`config.mk`:
```
export PLATFORM = sky130hd
export DESIGN_NAME = aclk_setup_ctrl
export DESIGN_NICKNAME = d
export VERILOG_FILES = /design/src/rtl/aclk_setup_ctrl_pkg.sv /design/src/rtl/aclk_setup_ctrl_keyreg.sv /design/src/rtl/aclk_setup_ctrl.sv
export SDC_FILE = /design/constraint.sdc
export NUM_CORES = 1
export LEC_CHECK = 0
export CAP_MARGIN = 10
export CORE_MARGIN = 2
export CORE_UTILIZATION = 50
export DETAILED_ROUTE_END_ITERATION = 7
export PLACE_DENSITY = 0.77
export SKIP_CTS_REPAIR_TIMING = 1
export SYNTH_ARGS = -nofsm -noshare
export SYNTH_HDL_FRONTEND = slang
export SYNTH_SLANG_ARGS = --single-unit
```
`constraint.sdc`:
```
create_clock -name clk -period 2.95 [get_ports clk]
set_clock_uncertainty 0.1 [all_clocks]
set_input_delay 0.4425 -clock clk [delete_from_list [all_inputs] [get_ports clk]]
set_output_delay 0.4425 -clock clk [all_outputs]
set_load 0.02 [all_outputs]
```
`src/rtl/aclk_setup_ctrl_pkg.sv`:
```
`default_nettype none
// ============================================================================
// Module      : aclk_setup_ctrl_pkg
// Description : Shared definitions for the alarm-clock setup controller:
//               keypad command codes, FSM state encoding, BCD limits and the
//               HH:MM validity check used at commit time.
// Ports       : none (package)
// Revision    : 1.0 - initial release
// ============================================================================
package aclk_setup_ctrl_pkg;

    // Keypad command codes (0-9 are digits, 12-15 are ignored)
    localparam logic [3:0] KEY_ALARM = 4'd10;
    localparam logic [3:0] KEY_TIME  = 4'd11;
    localparam logic [3:0] KEY_DIGIT_MAX = 4'd9;

    // BCD limits for a 24-hour HH:MM value (23:59)
    localparam int HOUR_MAX = 23;
    localparam int MIN_MAX  = 59;
    localparam logic [3:0] MS_HR_MAX     = 4'd2;
    localparam logic [3:0] LS_HR_MAX_AT2 = 4'd3;
    localparam logic [3:0] MS_MIN_MAX    = 4'd5;
    localparam logic [3:0] LS_MIN_MAX    = 4'd9;

    // Number of digits a complete entry holds
    localparam logic [2:0] DIGITS_FULL = 3'd4;

    typedef enum logic [1:0] {
        ST_IDLE  = 2'd0,
        ST_ENTRY = 2'd1,
        ST_SHOW  = 2'd2
    } state_t;

    function automatic logic is_digit(input logic [3:0] k);
        return (k <= KEY_DIGIT_MAX);
    endfunction

    // Digit-wise form of "HH <= 23 and MM <= 59" for BCD digits 0-9
    function automatic logic hhmm_valid(input logic [3:0] ms_hr,
                                        input logic [3:0] ls_hr,
                                        input logic [3:0] ms_min,
                                        input logic [3:0] ls_min);
        logic hr_ok;
        hr_ok = (ms_hr < MS_HR_MAX) ||
                ((ms_hr == MS_HR_MAX) && (ls_hr <= LS_HR_MAX_AT2));
        return hr_ok && (ms_min <= MS_MIN_MAX) && (ls_min <= LS_MIN_MAX);
    endfunction

endpackage
`default_nettype wire

```
`src/rtl/aclk_setup_ctrl_keyreg.sv`:
```
`default_nettype none
// ============================================================================
// Module      : aclk_setup_ctrl_keyreg
// Description : Four-digit entry buffer. A shift moves every digit one place
//               towards ms_hr and inserts the new digit at ls_min. clear and
//               shift together start a fresh entry with a single digit.
// Ports       : clk, reset        - clock, synchronous active-high reset
//               clear_i, shift_i  - buffer controls
//               digit_i           - digit shifted in
//               ms_hr_o .. ls_min_o - registered buffer contents
// Revision    : 1.0 - initial release
// ============================================================================
module aclk_setup_ctrl_keyreg (
    input  logic       clk,
    input  logic       reset,
    input  logic       clear_i,
    input  logic       shift_i,
    input  logic [3:0] digit_i,
    output logic [3:0] ms_hr_o,
    output logic [3:0] ls_hr_o,
    output logic [3:0] ms_min_o,
    output logic [3:0] ls_min_o
);

    logic [3:0] ms_hr_q, ls_hr_q, ms_min_q, ls_min_q;

    always_ff @(posedge clk) begin
        if (reset) begin
            ms_hr_q  <= 4'd0;
            ls_hr_q  <= 4'd0;
            ms_min_q <= 4'd0;
            ls_min_q <= 4'd0;
        end else if (clear_i) begin
            ms_hr_q  <= 4'd0;
            ls_hr_q  <= 4'd0;
            ms_min_q <= 4'd0;
            ls_min_q <= shift_i ? digit_i : 4'd0;
        end else if (shift_i) begin
            ms_hr_q  <= ls_hr_q;
            ls_hr_q  <= ms_min_q;
            ms_min_q <= ls_min_q;
            ls_min_q <= digit_i;
        end
    end

    assign ms_hr_o  = ms_hr_q;
    assign ls_hr_o  = ls_hr_q;
    assign ms_min_o = ms_min_q;
    assign ls_min_o = ls_min_q;

endmodule
`default_nettype wire

```
`src/rtl/aclk_setup_ctrl.sv`:
```
`default_nettype none
// ============================================================================
// Module      : aclk_setup_ctrl
// Description : Keypad-driven setup controller for the alarm clock. Collects
//               up to four BCD digits, validates them as HH:MM on an ALARM or
//               TIME key and issues a one-cycle load strobe (or an error
//               strobe). Also sequences the timed alarm-display mode.
// Ports       : clk, reset          - clock, synchronous active-high reset
//               one_second          - 1 Hz single-cycle tick
//               key_valid, key      - debounced key strobe and code
//               new_ms_hr..new_ls_min - entry buffer
//               load_new_a/c        - alarm / time-counter load strobes
//               show_new_time       - display shows the entry buffer
//               show_a              - display shows the stored alarm
//               entry_err           - rejected commit strobe
// Revision    : 1.0 - initial release
// ============================================================================
module aclk_setup_ctrl #(
    parameter int TIMEOUT_SEC = 10,
    parameter int SHOW_SEC    = 5
) (
    input  logic       clk,
    input  logic       reset,
    input  logic       one_second,
    input  logic       key_valid,
    input  logic [3:0] key,
    output logic [3:0] new_ms_hr,
    output logic [3:0] new_ls_hr,
    output logic [3:0] new_ms_min,
    output logic [3:0] new_ls_min,
    output logic       load_new_a,
    output logic       load_new_c,
    output logic       show_new_time,
    output logic       show_a,
    output logic       entry_err
);

    import aclk_setup_ctrl_pkg::*;

    localparam int TMAX = (TIMEOUT_SEC > SHOW_SEC) ? TIMEOUT_SEC : SHOW_SEC;
    localparam int TW   = $clog2(TMAX + 1);
    localparam logic [TW-1:0] TIMEOUT_LIM = TW'(TIMEOUT_SEC);
    localparam logic [TW-1:0] SHOW_LIM    = TW'(SHOW_SEC);

    state_t        state_q;
    logic [TW-1:0] timer_q;
    logic [2:0]    count_q;
    logic          load_a_q, load_c_q, err_q, show_new_q, show_a_q;

    logic          w_key_digit, w_key_cmd, w_commit_ok, w_timeout;
    logic          w_buf_clear, w_buf_shift;
    logic [TW-1:0] w_timer_inc;

    assign w_key_digit = key_valid && is_digit(key);
    assign w_key_cmd   = key_valid && ((key == KEY_ALARM) || (key == KEY_TIME));
    assign w_timer_inc = timer_q + TW'(1);

    // A tick only counts in ENTRY when no digit/command key arrives with it;
    // ignored key codes do not mask the tick.
    assign w_timeout = (state_q == ST_ENTRY) && !w_key_digit && !w_key_cmd &&
                       one_second && (w_timer_inc == TIMEOUT_LIM);

    assign w_commit_ok = (count_q == DIGITS_FULL) &&
                         hhmm_valid(new_ms_hr, new_ls_hr, new_ms_min, new_ls_min);

    assign w_buf_clear = ((state_q == ST_IDLE) && w_key_digit) || w_timeout;
    assign w_buf_shift = w_key_digit &&
                         ((state_q == ST_IDLE) || (state_q == ST_ENTRY));

    aclk_setup_ctrl_keyreg u_keyreg (
        .clk      (clk),
        .reset    (reset),
        .clear_i  (w_buf_clear),
        .shift_i  (w_buf_shift),
        .digit_i  (key),
        .ms_hr_o  (new_ms_hr),
        .ls_hr_o  (new_ls_hr),
        .ms_min_o (new_ms_min),
        .ls_min_o (new_ls_min)
    );

    always_ff @(posedge clk) begin
        if (reset) begin
            state_q    <= ST_IDLE;
            timer_q    <= '0;
            count_q    <= 3'd0;
            load_a_q   <= 1'b0;
            load_c_q   <= 1'b0;
            err_q      <= 1'b0;
            show_new_q <= 1'b0;
            show_a_q   <= 1'b0;
        end else begin
            // Strobes are single-cycle by construction
            load_a_q <= 1'b0;
            load_c_q <= 1'b0;
            err_q    <= 1'b0;
            case (state_q)
                ST_IDLE: begin
                    if (w_key_digit) begin
                        state_q    <= ST_ENTRY;
                        count_q    <= 3'd1;
                        timer_q    <= '0;
                        show_new_q <= 1'b1;
                    end else if (key_valid && (key == KEY_ALARM)) begin
                        state_q  <= ST_SHOW;
                        timer_q  <= '0;
                        show_a_q <= 1'b1;
                    end
                end
                ST_ENTRY: begin
                    if (w_key_digit) begin
                        // Saturating count: later digits keep shifting
                        if (count_q != DIGITS_FULL)
                            count_q <= count_q + 3'd1;
                        timer_q <= '0;
                    end else if (w_key_cmd) begin
                        if (!w_commit_ok)
                            err_q <= 1'b1;
                        else if (key == KEY_ALARM)
                            load_a_q <= 1'b1;
                        else
                            load_c_q <= 1'b1;
                        state_q    <= ST_IDLE;
                        count_q    <= 3'd0;
                        timer_q    <= '0;
                        show_new_q <= 1'b0;
                    end else if (one_second) begin
                        if (w_timeout) begin
                            state_q    <= ST_IDLE;
                            count_q    <= 3'd0;
                            timer_q    <= '0;
                            show_new_q <= 1'b0;
                        end else begin
                            timer_q <= w_timer_inc;
                        end
                    end
                end
                ST_SHOW: begin
                    // Any key leaves the alarm display and is consumed
                    if (key_valid) begin
                        state_q  <= ST_IDLE;
                        timer_q  <= '0;
                        show_a_q <= 1'b0;
                    end else if (one_second) begin
                        if (w_timer_inc == SHOW_LIM) begin
                            state_q  <= ST_IDLE;
                            timer_q  <= '0;
                            show_a_q <= 1'b0;
                        end else begin
                            timer_q <= w_timer_inc;
                        end
                    end
                end
                default: begin
                    state_q    <= ST_IDLE;
                    timer_q    <= '0;
                    count_q    <= 3'd0;
                    show_new_q <= 1'b0;
                    show_a_q   <= 1'b0;
                end
            endcase
        end
    end

    assign load_new_a    = load_a_q;
    assign load_new_c    = load_c_q;
    assign entry_err     = err_q;
    assign show_new_time = show_new_q;
    assign show_a        = show_a_q;

endmodule
`default_nettype wire

```
# [Word level (Yosys, flattened, before mapping)]
# Cells that the tools add are included.
[totals] ff_bits=30 input_bits=8 out_inout_bits=21
[op_classes] add_sub_neg=2 magnitude_cmp=5 eq_ne=21 mux=45 n_bitwise=4 n_reduce_logical=29
[ops] cell="4-bit two-way mux" count=12
[ops] cell="2-bit two-way mux" count=9
[ops] cell="3-bit two-way mux" count=6
[ops] cell="3-bit != test (second input constant)" count=5
[ops] cell="5-bit AND reduction" count=3
[ops] cell="1-bit logical AND" count=13
[ops] cell="1-bit two-way mux" count=13
[ops] cell="4-bit equality test (second input constant)" count=3
[ops] cell="4-bit case mux with 3 select lines" count=1
[ops] cell="3-bit case mux with 3 select lines" count=1
[ops] cell="4-bit less-or-equal comparator (second input constant)" count=2
[ops] cell="4-bit != test (second input constant)" count=2
[ops] cell="2-bit != test (second input constant)" count=3
[ops] cell="3-bit by 2-bit != test with 1-bit output (second input constant)" count=2
[ops] cell="1-bit case mux with 3 select lines" count=2
[ops] cell="2-bit case mux with 3 select lines" count=1
[ops] cell="6-bit AND reduction" count=1
[ops] cell="5-bit OR reduction" count=1
[ops] cell="4-bit by 1-bit adder with 4-bit output (second input constant)" count=1
[ops] cell="4-bit by 2-bit equality test with 1-bit output (second input constant)" count=1
[ops] cell="4-bit by 3-bit equality test with 1-bit output (second input constant)" count=1
[ops] cell="4-bit by 2-bit less-or-equal comparator with 1-bit output (second input constant)" count=1
[ops] cell="4-bit by 3-bit less-or-equal comparator with 1-bit output (second input constant)" count=1
[ops] cell="1-bit logical OR" count=4
[ops] cell="13 further kinds" count=17

# [Depth between registers and ports, before layout]
# Gate-level depths: netlist (run 1).
[logic_depth] depth_word=12 ltp_mapped=7 mapped_depth_nobuf=7

# [Cells and area by module]
# Synthesis (run 1) repeated with hierarchy kept, for this count alone.
[unflattened] hier_cells=188 area_unflattened_um2=1646.6
[by_module_without_submodules] mod="aclk_setup_ctrl" n_inst=1 cells_each=131 area_per_inst_um2=1037.2 seq_area_each_um2=280.3
[by_module_without_submodules] mod="aclk_setup_ctrl_keyreg" n_inst=1 cells_each=57 area_per_inst_um2=609.3 seq_area_each_um2=320.3

# [Least setup slack after synthesis (run 1)]
# OpenSTA, ideal clock, no wires.
[synth_timing] path_kind="register to register" from="register state_q[1]" to="register show_new_q, in the netlist show_new_time" setup_time_ns=0.071 arrival_time_ns=1.872 t_required_ns=2.779 setup_slack_ns=0.907 path_stages_with_launch=8 path_buffers=0 period_less_slack_ns=2.043 cell_sequence="dfxtp_1 > inv_1 > ha_1 > nor2b_1 > and2_4 > or3_4 > or4_1 > a21oi_1"
[synth_between] elab_chain_cells=7
[synth_lines] item="start, declared" line_no="aclk_setup_ctrl.sv:45" source="state_t state_q;"
[synth_lines] item="start signal, assigned" line_no="aclk_setup_ctrl.sv:84" source="state_q <= ST_IDLE;"
[synth_lines] item="start signal, assigned" line_no="aclk_setup_ctrl.sv:100" source="state_q <= ST_ENTRY;"
[synth_lines] item="start signal, assigned" line_no="aclk_setup_ctrl.sv:105" source="state_q <= ST_SHOW;"
[synth_lines] item="2-bit by 1-bit equality test with 1-bit output" line_no="aclk_setup_ctrl.sv:60, aclk_setup_ctrl.sv:97"
[synth_lines] item="1-bit logical AND (3 in a row)" line_no="aclk_setup_ctrl.sv:60" source="assign w_timeout = (state_q == ST_ENTRY) && !w_key_digit && !w_key_cmd &&"
[synth_lines] item="1-bit logical AND" line_no="aclk_setup_ctrl.sv:61" source="one_second && (w_timer_inc == TIMEOUT_LIM);"
[synth_lines] item="3-bit != test (no source line)"
[synth_lines] item="5-bit AND reduction (no source line)"
[synth_lines] item="end signal, assigned" line_no="aclk_setup_ctrl.sv:90" source="show_new_q <= 1'b0;"
[synth_lines] item="end signal, assigned" line_no="aclk_setup_ctrl.sv:103" source="show_new_q <= 1'b1;"
[synth_lines] item="end signal, assigned" line_no="aclk_setup_ctrl.sv:126" source="show_new_q <= 1'b0;"
[synth_lines] item="end, declared" line_no="aclk_setup_ctrl.sv:48" source="logic load_a_q, load_c_q, err_q, show_new_q, show_a_q;"
# Several ways; a longest one is shown, not always the timed one.
# A chain may end at the register's enable or synchronous reset.

# [Final worst setup path (run 1)]
[layout_timing] from="input key[2]" to="register show_new_q, in the netlist show_new_time"
[layout_between] elab_chain_cells=9
[layout_lines] item="start, declared" line_no="aclk_setup_ctrl.sv:26" source="input logic [3:0] key,"
[layout_lines] item="4-bit less-or-equal comparator or 4-bit equality test (tied branches)" line_no="aclk_setup_ctrl_pkg.sv:35, aclk_setup_ctrl.sv:55"
[layout_lines] item="1-bit logical AND or 1-bit logical OR (tied branches)" line_no="aclk_setup_ctrl.sv:54, aclk_setup_ctrl.sv:55"
[layout_lines] item="1-bit logical NOT or 1-bit logical AND (tied branches)" line_no="aclk_setup_ctrl.sv:60, aclk_setup_ctrl.sv:55"
[layout_lines] item="1-bit logical AND or 1-bit logical NOT (tied branches)" line_no="aclk_setup_ctrl.sv:60"
[layout_lines] item="1-bit logical AND (2 in a row)" line_no="aclk_setup_ctrl.sv:60"
[layout_lines] item="1-bit logical AND" line_no="aclk_setup_ctrl.sv:61"
[layout_lines] item="3-bit != test (no source line)"
[layout_lines] item="5-bit AND reduction (no source line)"
# Several ways; a longest one is shown, not always the timed one. The select of a mux whose other input is x is not followed.

==> impl_results.md, run 1 <==
- Placer congestion estimate: 0.988
- Final core occ: 64.2%
- Crit-path cells: clkdlybuf4s50_1 > o21ai_1 > a21oi_1 > or3_4 > or4_1 > a21oi_1
- Post-Place Setup Slack: 339 ps
- Die Y: 60.0 um
- Most frequent cells in the layout: 38 x nand2_1, 30 x dfxtp_1, 28 x clkdlybuf4s50_1
- Antenna cell count: 0
- Post-Route WL: 4020 um
- Final Cell Area: 1940 um2
- CTS tree: built
- Clock power share: 28.0%
- Min-delay worst type: flip-flop to flip-flop
- CP Data Required Time: 3120 ps
- Clk sinks: 30
- Part of the power in registers: 47.0%
- Area delta synth->final: 23.7%
- Fin Setup TNS: 0 ps
- Post-layout nets: 242
- Synth Warn #: 0
- Area of the multi-input gates: 895 um2
- Worst-Margin Slew: 865 ps
- Critical path peak fanout: 6
- Post-route ant nets: 0
- FF+latch area: 601 um2
- EDFF count, synth: 0
- Initial Utilization: 51.9%
- P_int: 628 uW
- Longest Clk Path Bufs: 2
- Final Hold Viols: 0
- Comb pwr share: 25.0%
- Startpoint Class: input pin
- Crit. End Element: flip-flop
- Net load switching power: 303 uW
- Via count: 1,607
- CP dominant cell by count: a21oi_1
- H-tree levels: 2
- Avg WL per Cell: 14.8 um
- CP max-delay cell: or4_1
- Outcome: finished, final reports clean
- Clock-pin slew on the worst setup and hold paths: 100 ps
- CTS Buf Count: 5
- Setup repair after global routing missed its margin: no
- DR pass1 iterations: 4
- Mapped cell area: 1570 um2
- Buffers on Ports: 28
- VDD IR max: 0.264 mV
- CP Class: input pin to flip-flop
- Syn avg cell area: 7.97 um2
- Worst-Skew Late Latency: 340 ps
- R2R Setup Slk: 680 ps
- Largest net degree at the start of global routing: 17
- CORE AREA: 3030 um2
- DR iter-0 viols: 80
- Final Setup Violations: 0
- Synth Flop Type: dfxtp_1
- P_leak: 0.000715 uW
- Io pins: 29
- Async S/R FF share, synth: 0%
- Routed vias/inst: 5.93
- CP max stage delay: 520 ps
- Commonest non-fill, non-tap cell in the layout: nand2_1
- Fin. max-slew vios: 0
- FMAX: 432 MHz
- Register area share after synthesis: 38.2%
- Die Width: 60.0 um
- Tmin final: 2310 ps
- Vias in the first global route: 1,588
- Fin crit share: 78.4%
- Post-Syn Nets: 213
- Post-Syn Instances: 197
- Max-cap violations: 0
- Initial antenna violation count: 0
- Rows: 20
- Hpwl dp: 2990 um
- Placed instance area: 1880 um2
- Slew HR: 42.1%
- Switching Share: 32.6%
- Share of cells above drive strength 1: 5.73%
- First-pass GRT wire length: 6690 um
- Pwr Density: 479 nW/um2
- Worst setup margin: 636 ps
- Residual DRC: 0
- Die footprint: 3600 um2
- Hold_ws: 383 ps
- Total grt overflow: 0
- CTS Root Cell: clkbuf_4
- Synthesized flop and latch total: 30
- Arrival time worst endpoint: 2480 ps
- Gr usage total: 24.9%
- Distinct cells, synth: 45
- Fill cells: 275
-- stage by stage --
stage               instances  total power, uW
global placement          263              664
finish                    271              932
detailed placement        263              673
global route              271              975
CTS                       271              931
floorplan                 197              601
-- path summary, 6_finish.rpt --
kind                                     startpoint             endpoint  cells after the start
worst max-delay path                         key[2]        show_new_time                      6
worst min-delay path            u_keyreg.ls_hr_o[0]  u_keyreg.ms_hr_o[0]                      2
worst max register to register           state_q[1]        show_new_time                      7
worst min register to register  u_keyreg.ls_hr_o[0]  u_keyreg.ms_hr_o[0]                      2
-- cells in the mapped netlist (2+ instances only) --
| cell type | instances | area [um2] |
|---|---|---|
| nand2_1 | 38 | 143 |
| dfxtp_1 | 30 | 601 |
| a21oi_1 | 22 | 110 |
| inv_1 | 10 | 37.5 |
| ha_1 | 8 | 100 |
| nor2_1 | 8 | 30.0 |
| clkbuf_1 | 7 | 26.3 |
| nand3_1 | 6 | 30.0 |
| a31oi_1 | 5 | 31.3 |
| o21ai_0 | 5 | 25.0 |
| a22oi_1 | 4 | 30.0 |
| and3_1 | 4 | 25.0 |
| nor2b_1 | 4 | 25.0 |
| nor3_1 | 4 | 20.0 |
| o31ai_1 | 4 | 30.0 |
| nand4_1 | 3 | 18.8 |
| a211oi_1 | 2 | 15.0 |
| nand2b_1 | 2 | 12.5 |
| o211a_1 | 2 | 20.0 |
| o211ai_1 | 2 | 15.0 |
| or3_1 | 2 | 12.5 |
| xnor2_1 | 2 | 17.5 |
-- power by group through the flow --
stage / clock [uW] / combinational, uW / sequential [uW]
detailed placement: 0 / 226 / 447
global placement: 0 / 218 / 445
finish: 261 / 233 / 438
CTS: 265 / 229 / 438
floorplan: 0 / 147 / 454
global route: 284 / 251 / 440
-- logic make-up (layout without fill, tap and decap cells) --
group                      after synthesis  in the layout  share of synthesized area [%]
AOI/OAI and AO/OA                       58             58                           24.1
xor gates and xnor gates                 2              2                           1.12
adders and majority gates                8              8                           6.37
buffers and inverters                   18             48                           4.78
DFF                                     30             30                           38.2
and+or+nand+nor                         81             81                           25.4
-- registers in the layout, summed over array words and instances, names as in the netlist --
| name | count |
|---|---|
| timer_q | 4 |
| u_keyreg.ms_hr_o | 4 |
| show_a | 1 |
| entry_err | 1 |
| load_new_c | 1 |
| u_keyreg.ls_hr_o | 4 |
| u_keyreg.ms_min_o | 4 |
| load_new_a | 1 |
| show_new_time | 1 |
| u_keyreg.ls_min_o | 4 |
| count_q | 3 |
| state_q | 2 |
-- area by class of cell --
class | count | area share [%]
clock buffer | 7 | 2.83
clock inverter | 1 | 0.258
inverter | 10 | 1.93
multi-input combinational | 149 | 46.0
sequential | 30 | 30.9
tap | 44 | 2.83
timing repair buffer | 30 | 15.2
-- critical path: cells and delay by family --
kind	cells	cell delay [ps]
buf+inv	1	490
compound gates	3	620
simple gates	2	910
-- per-layer routing --
metal	part of all wire, %	track usage (%)
met5	0	0
met4	2.7	14.0
met3	6.0	8.23
met2	50	41.8
met1	41	27.4
Power figures use the tool's default switching activity.
==> run 2: changes to the inputs <==
CORE_UTILIZATION = 46   (was 50)
PLACE_DENSITY = 0.74   (was 0.77)
clock period = 2.07 ns   (was 2.95 ns; I/O delays follow)
==> run 2 against run 1 <==
Die area increased by 8.1%. Cell count increased by 10%. Sequential cell count unchanged. Worst setup slack got worse by 570 ps. Combinational power increased by 75%. Register-to-register slack got worse by 610 ps. Critical path type is now flip-flop to flip-flop. Largest cell class unchanged.
==> impl_results.md, run 2 (same netlist as run 1, synthesis figures left out) <==
- Clock-pin slew on the worst setup and hold paths: 100 ps (about the same)
- P_leak: 0.000845 uW (was 0.000715 uW)
- VDD IR max: 0.408 mV (was 0.264 mV)
- Initial antenna violation count: 0 (unchanged)
- Post-route ant nets: 0 (unchanged)
- Placed instance area: 2080 um2 (was 1880 um2)
- Worst-Margin Slew: 472 ps (was 865 ps)
- Crit. End Element: flip-flop (unchanged)
- Bufs and invs on worst path: 1 (unchanged)
- Hpwl dp: 3000 um (was 2990 um)
- Largest net degree at the start of global routing: 17 (unchanged)
- CTS Root Cell: clkbuf_4 (unchanged)
- Initial Utilization: 47.4% (was 51.9%)
- Total grt overflow: 0 (unchanged)
- Worst-Skew Late Latency: 330 ps (was 340 ps)
- CP Class: flip-flop to flip-flop (was input pin to flip-flop)
- Final Hold Viols: 0 (unchanged)
- Most frequent cells in the layout: 38 x nand2_1, 28 x dfxtp_1, 28 x clkdlybuf4s50_1 (was 38 x nand2_1, 30 x dfxtp_1, 28 x clkdlybuf4s50_1)
- First-pass GRT wire length: 6690 um (about the same)
- Post-Route WL: 3930 um (was 4020 um)
- Share of cells above drive strength 1: 17.1% (was 5.73%)
- Hold_sp: u_keyreg.ls_hr_o[0] (unchanged)
- Crit-path leading delay family: simple AND/OR/NAND/NOR gates (unchanged)
- CP max stage delay: 510 ps (was 520 ps)
- Die footprint: 3900 um2 (was 3600 um2)
- Worst flop-to-flop path startpoint: state_q[1] (unchanged)
- Worst setup margin: 68.9 ps (was 636 ps)
- Io pins: 29 (unchanged)
- Outcome: finished, final reports clean (unchanged)
- Placer congestion estimate: 0.861 (was 0.988)
- Longest Clk Path Bufs: 2 (unchanged)
- Tmin final: 2000 ps
- Die Y: 62.4 um (was 60.0 um)
- Crit-path cells: inv_1 > ha_1 > nor2b_1 > and2_4 > or3_4 > or4_4 > a21oi_2 (was clkdlybuf4s50_1 > o21ai_1 > a21oi_1 > or3_4 > or4_1 > a21oi_1)
- Critical path origin: state_q[1] (was key[2])
- CORE AREA: 3310 um2 (was 3030 um2)
- R2R Setup Slk: 70 ps (was 680 ps)
- Fill cells: 296 (was 275)
- Min-delay worst type: flip-flop to flip-flop (unchanged)
- Fin crit share: 96.7%
- Critical path peak fanout: 3 (was 6)
- Via count: 1,623 (was 1,607)
- Arrival time worst endpoint: 2170 ps (was 2480 ps)
- Vias in the first global route: 1,411 (was 1,588)
- Residual DRC: 0 (unchanged)
- Setup repair after global routing missed its margin: no (unchanged)
- Max-cap violations: 0 (unchanged)
- Final Setup Violations: 0 (unchanged)
- CTS Buf Count: 5 (unchanged)
- Path depth of the worst reg2reg path: 7 (unchanged)
- Fin. max-slew vios: 0 (unchanged)
- Pwr Density: 650 nW/um2 (was 479 nW/um2)
- Cell count after placement: 289 (was 263)
- Routed vias/inst: 5.45 (was 5.93)
- Slew HR: 68.2% (was 42.1%)
- CP Data Required Time: 2240 ps (was 3120 ps)
- Startpoint Class: flip-flop (was input pin)
- CTS tree: built (unchanged)
- DR pass1 iterations: 5 (was 4)
- Buffers on Ports: 28 (unchanged)
- FMAX: 500 MHz
- Antenna cell count: 0 (unchanged)
- Area delta synth->final: 37.5% (was 23.7%)
- Post-layout nets: 267 (was 242)
- Worst Hold Depth: 2 (unchanged)
- Final Cell Area: 2160 um2 (was 1940 um2)
- DR iter-0 viols: 69 (was 80)
- H-tree levels: 2 (unchanged)
- Post-Place Setup Slack: -203 ps (was 339 ps)
- Die Width: 62.4 um (was 60.0 um)
- Clk sinks: 30 (unchanged)
- Avg WL per Cell: 13.2 um (was 14.8 um)
- CP max-delay cell: or4_4 (was or4_1)
- Hold Path Sink: u_keyreg.ms_hr_o[0] (unchanged)
- Commonest non-fill, non-tap cell in the layout: nand2_1 (unchanged)
- Rows: 21 (was 20)
- Fin cells: 298 (was 271)
- Reg-to-reg endpoint: show_new_time (unchanged)
- Gr usage total: 21.6% (was 24.9%)
[run 2: cell types whose count changed in the layout (fill, tap and decap cells not counted), sizes merged]
cell	previous run	this run
buf	2	27
clkbuf	7	6
clkinvlp	0	1
[run 2: cell type report]
class | instances | area, um2 | area share (%)
Multi-Input combinational cell | 149 | 902 | 41.8
Clock buffer | 6 | 51.3 | 2.38
Timing Repair Buffer | 55 | 495 | 22.9
Inverter | 10 | 37.5 | 1.74
Sequential cell | 30 | 603 | 27.9
Clock inverter | 2 | 12.5 | 0.579
Tap cell | 46 | 57.6 | 2.67
[run 2: worst max path at each step]
| stage | cells past startpoint | endpoint | slack (ps) |
|---|---|---|---|
| after floorplan | 7 | show_new_time | 30 |
| after global placement | 6 | show_new_time | -180 |
| after detailed placement | 6 | show_new_time | -200 |
| final | 7 | show_new_time | 70 |
| after global routing | 7 | show_new_time | 10 |
| after CTS | 7 | show_new_time | 30 |
[run 2: worst reg2reg max path, delay by kind of cell, from the launching register on]
kind	cells	cell delay [ps]
DFF	1	350
AOI/OAI and AO/OA	1	120
adders and majority gates	1	180
and+or+nand+nor	4	1130
buffers and inverters	1	60
[run 2: power by group]
group          switching, uW  internal (uW)  leakage [uW]
sequential              20.0            603      0.000244
combinational            216            192      0.000567
clock                    211            163     0.0000343
total                    447            958      0.000845
[run 2: per-stage QoR]
step / power, uW / hold WS [ps] / utilization [%] / setup TNS [ps]
5_1_grt: 1490 / 397 / 65.2 / 0
3_5_place_dp: 1020 / 363 / 62.8 / -1220
2_1_floorplan: 856 / 365 / - / 0
3_3_place_gp: 1020 / 359 / 62.8 / -968
4_1_cts: 1390 / 380 / 64.7 / 0
6_report: 1400 / 376 / 65.2 / 0
[run 2: metal layers]
layer | global-route usage [%] | wire (um) | part of all wire [%] | vias to the layer above
li1 | - | - | - | 817
met1 | 30.3 | 1900 | 48 | 738
met2 | 31.9 | 1680 | 43 | 60
met3 | 5.05 | 264 | 6.7 | 8
met4 | 8.61 | 82 | 2.1 | 0
met5 | 0 | 0 | 0 | -
